--- src/rtl/spi_dac_frame_receiver.sv ---
// SPI DAC frame receiver: shifts in MSB-first frames on CLK_71Khz and buffers the data field.
// Define SPI_RX_SAMPLE_FIFO_EN to replace the single holding register with a FIFO_DEPTH-entry FIFO.
module spi_dac_frame_receiver #(
    parameter int FRAME_BITS = 16,
    parameter int DATA_BITS  = 12,
    parameter int FIFO_DEPTH = 4
) (
    input  logic                 CLK_71Khz,
    input  logic                 reset_n,
    input  logic                 input_SPI_SYNC_n,
    input  logic                 input_SPI_DIN,
    input  logic                 read_n,
    output logic [DATA_BITS-1:0] sample_out,
    output logic                 data_ready,
    output logic                 sample_valid,
    output logic                 power_down,
    output logic                 frame_error,
    output logic                 overrun,
    output logic [2:0]           fifo_count,
    output logic [1:0]           state_dbg
);
    localparam int CNT_W = $clog2(FRAME_BITS + 1);

    typedef enum logic [1:0] {IDLE = 2'd0, SHIFT = 2'd1, HOLD = 2'd2} state_t;
    state_t state, state_nxt;

    logic [CNT_W-1:0]      bit_cnt;
    logic [FRAME_BITS-2:0] shift_reg;
    logic [FRAME_BITS-1:0] word_in;
    logic                  start, shift_en, commit, truncate;
    logic                  mode_zero, accept, do_read;
    logic                  unused_word;

    // word_in is the frame as it stands once the current DIN bit is appended
    assign word_in     = {shift_reg, input_SPI_DIN};
    assign mode_zero   = (word_in[DATA_BITS+1:DATA_BITS] == 2'b00);
    assign accept      = commit && mode_zero;
    assign do_read     = !read_n && data_ready;
    assign state_dbg   = state;
    assign unused_word = ^word_in[FRAME_BITS-1:DATA_BITS+2];

    always_ff @(posedge CLK_71Khz or negedge reset_n) begin
        if (!reset_n) state <= IDLE;
        else          state <= state_nxt;
    end

    always_comb begin
        state_nxt = state;
        start     = 1'b0;
        shift_en  = 1'b0;
        commit    = 1'b0;
        truncate  = 1'b0;
        case (state)
            IDLE: if (!input_SPI_SYNC_n) begin
                start     = 1'b1;
                state_nxt = SHIFT;
            end
            SHIFT: if (input_SPI_SYNC_n) begin
                truncate  = 1'b1;
                state_nxt = IDLE;
            end else begin
                shift_en = 1'b1;
                if (bit_cnt == CNT_W'(FRAME_BITS - 1)) begin
                    commit    = 1'b1;
                    state_nxt = HOLD;
                end
            end
            HOLD: if (input_SPI_SYNC_n) state_nxt = IDLE;
            default: state_nxt = IDLE;
        endcase
    end

    always_ff @(posedge CLK_71Khz or negedge reset_n) begin
        if (!reset_n) begin
            bit_cnt   <= '0;
            shift_reg <= '0;
        end else if (start) begin
            bit_cnt   <= CNT_W'(1);
            shift_reg <= {{(FRAME_BITS-2){1'b0}}, input_SPI_DIN};
        end else if (shift_en) begin
            bit_cnt   <= bit_cnt + 1'b1;
            shift_reg <= word_in[FRAME_BITS-2:0];
        end else if (state_nxt == IDLE) begin
            bit_cnt   <= '0;
        end
    end

    always_ff @(posedge CLK_71Khz or negedge reset_n) begin
        if (!reset_n) begin
            sample_valid <= 1'b0;
            frame_error  <= 1'b0;
            power_down   <= 1'b0;
        end else begin
            sample_valid <= accept;
            frame_error  <= truncate;
            if (commit) power_down <= !mode_zero;
        end
    end

`ifdef SPI_RX_SAMPLE_FIFO_EN
    localparam int PTR_W = (FIFO_DEPTH > 1) ? $clog2(FIFO_DEPTH) : 1;

    logic [DATA_BITS-1:0] mem [FIFO_DEPTH];
    logic [PTR_W-1:0]     wr_ptr, rd_ptr;
    logic [2:0]           count;
    logic                 full, push;

    function automatic logic [PTR_W-1:0] ptr_inc(input logic [PTR_W-1:0] p);
        return (p == PTR_W'(FIFO_DEPTH - 1)) ? '0 : p + 1'b1;
    endfunction

    assign full = (count == 3'(FIFO_DEPTH));
    // a read on the same edge frees the slot the incoming sample needs
    assign push = accept && (!full || do_read);

    always_ff @(posedge CLK_71Khz or negedge reset_n) begin
        if (!reset_n) begin
            for (int i = 0; i < FIFO_DEPTH; i++) mem[i] <= '0;
            wr_ptr  <= '0;
            rd_ptr  <= '0;
            count   <= '0;
            overrun <= 1'b0;
        end else begin
            overrun <= accept && full && !do_read;
            if (push) begin
                mem[wr_ptr] <= word_in[DATA_BITS-1:0];
                wr_ptr      <= ptr_inc(wr_ptr);
            end
            if (do_read) rd_ptr <= ptr_inc(rd_ptr);
            case ({push, do_read})
                2'b10:   count <= count + 1'b1;
                2'b01:   count <= count - 1'b1;
                default: count <= count;
            endcase
        end
    end

    assign sample_out = mem[rd_ptr];
    assign data_ready = (count != 3'd0);
    assign fifo_count = count;
`else
    localparam int fifo_depth_unused = FIFO_DEPTH;

    logic [DATA_BITS-1:0] hold_reg;
    logic                 hold_full;

    always_ff @(posedge CLK_71Khz or negedge reset_n) begin
        if (!reset_n) begin
            hold_reg  <= '0;
            hold_full <= 1'b0;
            overrun   <= 1'b0;
        end else begin
            overrun <= accept && hold_full && !do_read;
            if (accept) begin
                hold_reg  <= word_in[DATA_BITS-1:0];
                hold_full <= 1'b1;
            end else if (do_read) begin
                hold_full <= 1'b0;
            end
        end
    end

    assign sample_out = hold_reg;
    assign data_ready = hold_full;
    assign fifo_count = {2'b00, hold_full};
`endif
endmodule

--- config.mk ---
export PLATFORM = sky130hd
export DESIGN_NAME = spi_dac_frame_receiver
export DESIGN_NICKNAME = d
export VERILOG_FILES = /design/src/rtl/spi_dac_frame_receiver.sv
export SDC_FILE = /design/constraint.sdc
export NUM_CORES = 1
export LEC_CHECK = 0
export BUFFER_PORTS_ARGS = -buffer_cell sky130_fd_sc_hd__buf_2
export CAP_MARGIN = 20
export CORE_UTILIZATION = 32
export CTS_CLUSTER_DIAMETER = 80
export DETAILED_ROUTE_END_ITERATION = 12
export PLACE_DENSITY = 0.55
export SYNTH_ARGS = -nofsm -noshare
export SYNTH_HDL_FRONTEND = slang
export SYNTH_SLANG_ARGS = --single-unit
--- constraint.sdc ---
create_clock -name CLK_71Khz -period 2.35 [get_ports CLK_71Khz]
set_input_delay 0.235 -clock CLK_71Khz [delete_from_list [all_inputs] [get_ports CLK_71Khz]]
set_output_delay 0.235 -clock CLK_71Khz [all_outputs]
set_load 0.01 [all_outputs]
# Word-level counts from Yosys, hierarchy flattened
# Cells that the tools add are included.
# op_classes
muxes,20
n_reduce_logical,13
eq_ne,3
add_sub_neg,1
# ops
operator,n
13-bit two-way mux,2
5-bit two-way mux,3
1-bit two-way mux,10
2-bit two-way mux,4
2-bit zero test,3
2-bit one-hot mux with 3 select lines,1
5-bit by 1-bit adder with 5-bit output (second input constant),1
5-bit by 4-bit equality test with 1-bit output (second input constant),1
1-bit logical AND,4
2-bit nonzero test,2
1-bit zero test,3
3-bit nonzero test,1
2-bit by 1-bit equality test with 1-bit output (second input constant),1
2-bit equality test (second input constant),1
# word_totals
wordCells,46
output_inout_bits,22
regBits,37
input_bits,5

# Depth between registers and ports, before layout
# depth
ltp_word,8
ltp_mapped,6
ltp_nobuf,6

# Least setup slack after synthesis
# Ideal clock, no wire load.
# synth_path
path_type,register -> register
startpoint,register bit_cnt[0]
endpoint,"register hold_reg[10], in the netlist sample_out[10]"
t_arrival_ns,1.596
n_path_buf,1
slack_ns,0.629
path_stages_with_launch,7
period_less_slack_ns,1.721
required_time_ns,2.225
setup_time_ns,0.125
path_cell_list,dfrtp_1 ha_1 and3_1 ha_1 nand4b_4 buf_6 mux2_4
# synth_via
elab_chain_cells,5
# synth_rtl
element,line,rtl
from (decl),27,logic [CNT_W-1:0] bit_cnt;
from (signal assigned),81,bit_cnt <= bit_cnt + 1'b1;
5-bit by 4-bit equality test with 1-bit output,63,if (bit_cnt == CNT_W'(FRAME_BITS - 1)) begin
1-bit two-way mux,63,
1-bit two-way mux,58,SHIFT: if (input_SPI_SYNC_n) begin
1-bit two-way mux,53,case (state)
1-bit logical AND,37,assign accept = commit && mode_zero;
to (signal assigned),155,hold_reg <= word_in[DATA_BITS-1:0];
to (decl),144,logic [DATA_BITS-1:0] hold_reg;
# No other way between the ends.
# A chain may end at the register's enable or synchronous reset.

# Worst setup path after layout
# layout_path
startpoint,register bit_cnt[0]
endpoint,"register hold_reg[5], in the netlist sample_out[5]"
# The elaborated chain is that of the path after synthesis.

==> metrics.txt <==
outcome finished with violations; failing checks DRC; largest cells by area after synthesis dfrtp_1, nand2_1, mux2_4; Seq/Total Area, Yosys 60.2%; iteration-0 DRC count of the detailed router 34; cell with the most instances after synthesis dfrtp_1; predominant post-synthesis flop cell dfrtp_1; post-placement cell area 1680 sq um; # hold bufs at CTS 0; slowest CP cell dfrtp_1; Vias 989; Total Routing Usage GR 11.6%; Clock Skew 0.00574 ns; H-tree level count 2; Vert. Die Dim 71.4 um; starting density of the core 34.4%; Avg Cell Area, Syn 11.7 sq um; Setup Buffers After CTS 0; Rel. slew slack 46.1%; PostCTS Resize Cnt 0; row cnt 24; final net count 162; Max clock buf depth 2; Via density 4.75; Sum Neg Setup Slack 0 ns; post-route ant nets 0; first-pass GRT wire length 4510 um; count of boundary I/O pins 27; Sink Count 37; RePlAce Congestion 0.703; fin crit share 77.1%; CP most frequent cell ha_1; total CTS buffers 5; die area 5090 sq um; vias in the first global route 1,014; worst-skew pair later-pin latency 0.28 ns; worst path arrival time 1.98 ns; synth warn 0; fmax 552 MHz; final-report hold violation count 0; Final Slew Violations 0; # DRC 4; CP peak stage delay 0.41 ns; Worst Path Buf+Inv 0; CORE AREA 4470 sq um; leakage power 0.941 nW; Peak VDD IR 224 uV; worst r2r path cells 5; CTS tree done; startpoint types flop; R2R setup slack 0.54 ns; power density over the cells 668 nW/um^2; n_diodes 0; area growth from synthesis to layout 15.4%; drt pass-1 iters 8; #FFs+latches synth 37; area leader, netlist dfrtp_1; routed wire length 2540 um; clk root buf clkbuf_8; # Max-Cap Violations 0; RSZ-0062 raised after global routing false; post-synthesis cell area 1540 sq um; Synth cell types 28; fraction of layout cells with a size suffix above 1 30.8%; number of flops mapped to enable cells by yosys 0; min Tclk post-route 1.81 ns; Post-synth top cells dfrtp_1, nand2_1, o21ai_0, mux2_2, nor2_1; # port buffers 24; max reg flops 13; initial antenna violation count 0; clock-pin slew on the worst setup and hold paths 0.07 ns; setup violators final 0; GR Overflow Total 0; WL per Instance 12.2 um; crit-path max FO 16; Tightest Pin Transition 0.808 ns; die width 71.4 um; CP Cell Sequence ha_1, and3_1, ha_1, nand4b_4, mux2_2; Crit. path cell count 5; CP Capture Type flop; HPWL after DPL 1730 um; Hold Crit Class in2async; Gate Count Post-Synth 132; maximum number of pins on one net before global-route repair 38; CP delay by family, top adder cells; share of the synthesized area in the top cell type 60.2%; Critical Path RT 2.52 ns; FFs w/ async S/R, synth 100%; post-layout instance area 1780 sq um; critical path class reg2reg
worst paths after layout:
| check | startpoint | end |
|---|---|---|
| max | bit_cnt[0] | sample_out[5] |
| min | reset_n | data_ready |
| max reg2reg | bit_cnt[0] | sample_out[5] |
| min reg2reg | shift_reg[12] | shift_reg[12] |
| max in group asynchronous | reset_n | sample_out[1] |
| min in group CLK_71Khz | read_n | data_ready |
through the flow:
| step | hold WS (ns) | utilization, % | setup slack [ns] | std cells | total power, mW |
|---|---|---|---|---|---|
| after floorplan | -0.0606 | - | 0.629 | 133 | 0.699 |
| after global placement | 0.355 | 37.4 | 0.571 | 200 | 0.718 |
| after detailed placement | 0.375 | 37.4 | 0.524 | 200 | 0.721 |
| after CTS | 0.0649 | 39.7 | 0.518 | 208 | 1.20 |
| after global routing | 0.108 | 39.7 | 0.386 | 208 | 1.24 |
| final | 0.0393 | 39.7 | 0.539 | 208 | 1.19 |
per-layer routing:
layer | share of wire, % | global-route usage [%] | wire, um
met1 | 45 | 13.7 | 1150
met2 | 48 | 19.2 | 1230
met3 | 4.7 | 3.23 | 120
met4 | 1.5 | 6.00 | 39
met5 | 0 | 0 | 0
kinds of logic (layout without fill, tap and decap cells):
group | count (synthesis) | count (layout) | synth area share, %
compound gates | 20 | 20 | 7.48
buf+inv | 13 | 36 | 4.63
simple gates | 45 | 45 | 14.3
mux | 13 | 13 | 11.0
fa+ha+maj | 2 | 2 | 1.63
flops | 37 | 37 | 60.2
xor+xnor | 1 | 1 | 0.569
other cells | 1 | 2 | 0.244
area by class of cell:
| cell class | instances | area, sq um |
|---|---|---|
| Sequential cell | 37 | 926 |
| Clock inverter | 1 | 5.00 |
| Fill cell | 420 | 2700 |
| Tap cell | 52 | 65.1 |
| Multi-Input combinational cell | 83 | 546 |
| Timing Repair Buffer | 25 | 128 |
| Clock buffer | 7 | 96.3 |
| Inverter | 3 | 11.3 |
layout by cell type, fill, tap and decap left out, types with 2 or more instances in the layout:
cell	n
buf_2	24
nand2_1	27
inv_1	3
dfrtp_1	37
mux2_4	6
a22oi_1	3
clkbuf_8	7
mux2_2	7
nor2_1	7
nor2b_1	2
conb_1	2
ha_1	2
o21ai_0	12
a21oi_1	2
report_power, final:
part | switching (mW) | internal (mW)
logic | 0.0360 | 0.0151
registers | 0.00815 | 0.648
clock network | 0.215 | 0.265
No activity file was read; power rests on OpenSTA's default activity.
